### src/rtl/mux_seq_ctrl.sv
// Truth-table scanner for an external 8:1 mux: steps sel 0..7, samples mux_y into result.
// Optional macro MUX_SEQ_CTRL_PARITY_EN adds a registered result_parity output.
module mux_seq_ctrl #(
    parameter int unsigned SETTLE = 0  // legal range 0..3
) (
    input  logic       clk,
    input  logic       rst,
    input  logic       start_valid,
    output logic       start_ready,
    input  logic [7:0] table_in,
    input  logic [7:0] expect_in,
    output logic [7:0] table_q,
    output logic [2:0] sel,
    input  logic       mux_y,
    output logic [7:0] result,
    output logic       match,
    output logic       result_valid,
    input  logic       result_ready,
`ifdef MUX_SEQ_CTRL_PARITY_EN
    output logic       result_parity,
`endif
    output logic       busy
);

    typedef enum logic [1:0] {StIdle, StScan, StDone} state_e;

    localparam logic [1:0] SettleLast = 2'(SETTLE);

    state_e     state_q, state_d;
    logic [7:0] table_d;
    logic [7:0] expect_q, expect_d;
    logic [2:0] sel_d;
    logic [1:0] cnt_q, cnt_d;
    logic [7:0] result_d;
    logic [7:0] cap;
    logic       match_d;
`ifdef MUX_SEQ_CTRL_PARITY_EN
    logic       parity_q, parity_d;
`endif

    always_ff @(posedge clk) begin
        if (rst) begin
            state_q  <= StIdle;
            table_q  <= '0;
            expect_q <= '0;
            sel      <= '0;
            cnt_q    <= '0;
            result   <= '0;
            match    <= 1'b0;
`ifdef MUX_SEQ_CTRL_PARITY_EN
            parity_q <= 1'b0;
`endif
        end else begin
            state_q  <= state_d;
            table_q  <= table_d;
            expect_q <= expect_d;
            sel      <= sel_d;
            cnt_q    <= cnt_d;
            result   <= result_d;
            match    <= match_d;
`ifdef MUX_SEQ_CTRL_PARITY_EN
            parity_q <= parity_d;
`endif
        end
    end

    always_comb begin
        state_d  = state_q;
        table_d  = table_q;
        expect_d = expect_q;
        sel_d    = sel;
        cnt_d    = cnt_q;
        result_d = result;
        match_d  = match;
`ifdef MUX_SEQ_CTRL_PARITY_EN
        parity_d = parity_q;
`endif
        // Result as it will look once the current select has been sampled.
        cap      = result;
        cap[sel] = mux_y;

        unique case (state_q)
            StIdle: begin
                if (start_valid) begin
                    table_d  = table_in;
                    expect_d = expect_in;
                    sel_d    = '0;
                    cnt_d    = '0;
                    result_d = '0;
                    match_d  = 1'b0;
                    state_d  = StScan;
                end
            end
            StScan: begin
                if (cnt_q == SettleLast) begin
                    cnt_d    = '0;
                    result_d = cap;
                    if (sel == 3'd7) begin
                        sel_d   = '0;
                        match_d = (cap == expect_q);
`ifdef MUX_SEQ_CTRL_PARITY_EN
                        parity_d = ^cap;
`endif
                        state_d = StDone;
                    end else begin
                        sel_d = sel + 3'd1;
                    end
                end else begin
                    cnt_d = cnt_q + 2'd1;
                end
            end
            StDone: begin
                // match/parity are only meaningful while result_valid is high.
                if (result_ready) begin
                    match_d = 1'b0;
`ifdef MUX_SEQ_CTRL_PARITY_EN
                    parity_d = 1'b0;
`endif
                    state_d = StIdle;
                end
            end
            default: state_d = StIdle;
        endcase
    end

    assign start_ready  = (state_q == StIdle);
    assign busy         = (state_q != StIdle);
    assign result_valid = (state_q == StDone);
`ifdef MUX_SEQ_CTRL_PARITY_EN
    assign result_parity = parity_q;
`endif

endmodule

### config.mk
export PLATFORM = sky130hd
export DESIGN_NAME = mux_seq_ctrl
export DESIGN_NICKNAME = d
export VERILOG_FILES = /design/src/rtl/mux_seq_ctrl.sv
export SDC_FILE = /design/constraint.sdc
export NUM_CORES = 1
export LEC_CHECK = 0
export ABC_AREA = 1
export CAP_MARGIN = 40
export CORE_MARGIN = 2
export CORE_UTILIZATION = 52
export DETAILED_ROUTE_END_ITERATION = 12
export PLACE_DENSITY = 0.91
export SLEW_MARGIN = 10
export SYNTH_ARGS = -nofsm -noshare
export SYNTH_HDL_FRONTEND = slang
export SYNTH_SLANG_ARGS = --single-unit
### constraint.sdc
create_clock -name clk -period 2.95 [get_ports clk]
set_input_delay 0.59 -clock clk [delete_from_list [all_inputs] [get_ports clk]]
set_output_delay 0.59 -clock clk [all_outputs]
set_load 0.02 [all_outputs]
==> flow_summary_export.csv <==
group,metric,value,unit
timing,slew_violations,0,
timing,rsz0062_at_grt,"false",
clock_network,cts_num_sinks,32,
clock_network,post_cts_buffers,0,
power_and_ir_drop,peakVddDrop,0.0003568,V
yosys,synth.net_count,270,
routing,wl_per_cell,11.84,um
routing,detail_route.iter0.violations,98,
cells_and_area,seq_area,640.6,um2
worst_setup_path,critPathKind,"reg2out",
yosys,synth.yosys.seq_area_share,38.41,%
global_route,grt_pass1_wl,6492,um
worst_setup_path,path_cells,"clkdlybuf4s50_1",
worst_setup_path,crit-reg2reg-launch,"sel[1]$_SDFFE_PP0P_",
place,hpwl,2735,um
worst_setup_path,cp-start-kind,"flop",
yosys,synthCells,245,
clock_network,clockRootBuffer,"clkbuf_4",
power_and_ir_drop,power_density,471.9,mW/mm2
routing,vias,1714,
yosys,ys_async_sr_fraction,0,%
timing,period_minus_slack,2.291,ns
yosys,synth_top_area_share,38.41,%
worst_setup_path,startpoint,"sel[1]$_SDFFE_PP0P_",
cells_and_area,multiInputGateArea,828.3,um2
clock_network,cts_resized,0,
place,gp_congestion,0.8483,
cells_and_area,areaGrowthSynthToFinish,28.96,%
routing,ant_nets,0,
clock_network,cts_buffers,5,
worst_hold_path,hold_path_class,"reg2reg",
timing,finalCritPeriodShare,77.66,%
worst_setup_path,arrival,1.70,ns
worst_setup_path,critPathRequiredTime,2.36,ns
flow_run,cap_violations,0,
worst_hold_path,hold_start,"expect_q[2]$_SDFFE_PP0P_",
worst_setup_path,r2r-end,"match$_SDFFE_PP0P_",
die,die_area,0.003677,mm2
timing,hold_viol_final,0,
cells_and_area,nFillCells,275,
cells_and_area,final_common_cell,"nand2_1",
timing,holdWs,0.4777,ns
die,start_util,54.63,%
worst_setup_path,critPathTopFamily,"buffers and inverters",
worst_setup_path,end_kind,"output port",
clock_network,h-tree-depth,2,
yosys,synth_warnings,0,
die,coreArea,0.003053,mm2
global_route,grt_max_degree,24,
routing,routed_wl,3908,um
run_status,status,"complete, no violations",
routing,drt-vias-per-instance,5.194,
worst_setup_path,path_buf_inv,1,
clock_network,clk_latency,0.34,ns
routing,firstDrtPassIters,5,
timing,tightest_slew,0.5198,ns
timing,setup_tns,0,ns
yosys,yosysTopAreaCell,"dfxtp_1",
yosys,synthTopCellsByArea,"dfxtp_1, nand2_1, nand3_1",
yosys,syn_avg_cell_area,6.808,um2
yosys,synth-edff-count,0,
cells_and_area,diodes,0,
timing,slew_headroom,65.30,%
power_and_ir_drop,p_leak,0.8722,nW
worst_setup_path,cp_slowest_stage_delay,0.70,ns
place,io_buffers,43,
yosys,syn-cell-area,0.001668,mm2
clock_network,holdBufCountCts,0,
worst_hold_path,hold_end,"expect_q[2]$_SDFFE_PP0P_",
worst_setup_path,cp_slowest_cell,"clkdlybuf4s50_1",
worst_setup_path,rr_worst_depth,10,
worst_hold_path,min_path_cells,2,
timing,clock.fmax,436.5,MHz
yosys,yosys_register_bits,32,
clock_network,cts_buffer_depth,2,
worst_setup_path,r2r_slack,1.09,ns
clock_network,cts_tree,"done",
die,fp-row-count,20,
routing,post-route-drc-count,0,
global_route,grt_pass1_vias,1531,
die,io_pins,44,
die,die_w,60.64,um
global_route,groute.usage.overall,23.89,%
yosys,ys_types,21,
timing,setup_violations,0,
cells_and_area,nets,311,
die,die_height,60.64,um
global_route,antenna_found_initial,0,
timing,skew,0.005219,ns
worst_setup_path,cp_max_fo,16,
yosys,synthFlopType,"dfxtp_1",
cells_and_area,drive_gt1_share,5.944,%
cells_and_area,final_cell_mix,"nand2_1, clkdlybuf4s50_1, dfxtp_1, nand3_1, inv_1",
global_route,grt-ovfl-total,0,
clock_network,clkSlewWorstSetupHoldPaths,0.10,ns
## registers in the layout (all words and copies together) (netlist names)
signal and cells:
cnt_q 2, result 8, state_q 2, table_q 8, expect_q 8, sel 3
match 1
## area by class of cell
type	instances	share of cell area, %
multi-input cells	170	38.51
flip-flops and latches	32	29.78
inverters	33	5.759
well taps	44	2.560
repair buffers	44	20.36
clock buffers	7	3.025
## routing by layer
| metal | track usage (%) | up-vias | wire length [um] | part of all wire (%) |
|---|---|---|---|---|
| met4 | 8.075 | 0 | 37 | 0.95 |
| met1 | 29.70 | 761 | 1745 | 45 |
| li1 | - | 881 | - | - |
| met3 | 10.45 | 5 | 384 | 9.8 |
| met5 | 0 | - | 0 | 0 |
| met2 | 37.17 | 67 | 1741 | 45 |
## power breakdown
part / internal, mW / total (mW) / switching, mW
combinational: 0.101 / 0.244 / 0.143
sequential: 0.462 / 0.487 / 0.0252
clock: 0.135 / 0.283 / 0.148
## through the flow
step / cell area [um2] / setup slack [ns] / std cells / util (%) / power (mW)
after floorplan: 1668 / 1.418 / 245 / - / 0.6515
after global placement: 2086 / 0.9063 / 323 / 68.32 / 0.7348
after detailed placement: 2086 / 0.8585 / 323 / 68.32 / 0.7394
after CTS: 2151 / 0.6712 / 330 / 70.45 / 1.019
final: 2151 / 0.6589 / 330 / 70.45 / 1.015
after global routing: 2151 / 0.5813 / 330 / 70.45 / 1.070
## cells in the mapped netlist, types with 2 or more instances
cell type / count
nand3b_1: 2
dfxtp_1: 32
buf_2: 3
nor2_1: 25
nand2_1: 52
nor2_4: 3
clkbuf_1: 2
nand3_1: 30
o21ai_0: 14
o21ai_1: 4
inv_2: 4
inv_1: 29
buf_6: 4
nand4_1: 10
a21oi_1: 22
ha_1: 4
## logic make-up (layout without fill, tap and decap cells)
logic type | after synthesis | in the layout | synth area share, %
compound gates | 42 | 42 | 12.98
fa+ha+maj | 4 | 4 | 3.001
buf+inv | 43 | 84 | 11.93
flops | 32 | 32 | 38.41
simple gates | 124 | 124 | 33.68
## how the worst max path moves through the flow
stage / end / slack [ns] / cells past startpoint
finish: sel[1] / 0.66 / 1
global route: sel[2] / 0.58 / 1
CTS: sel[2] / 0.67 / 1
detailed placement: match$_SDFFE_PP0P_ / 0.86 / 10
global placement: match$_SDFFE_PP0P_ / 0.91 / 10
floorplan: match$_SDFFE_PP0P_ / 1.42 / 10
Power figures use the tool's default switching activity.
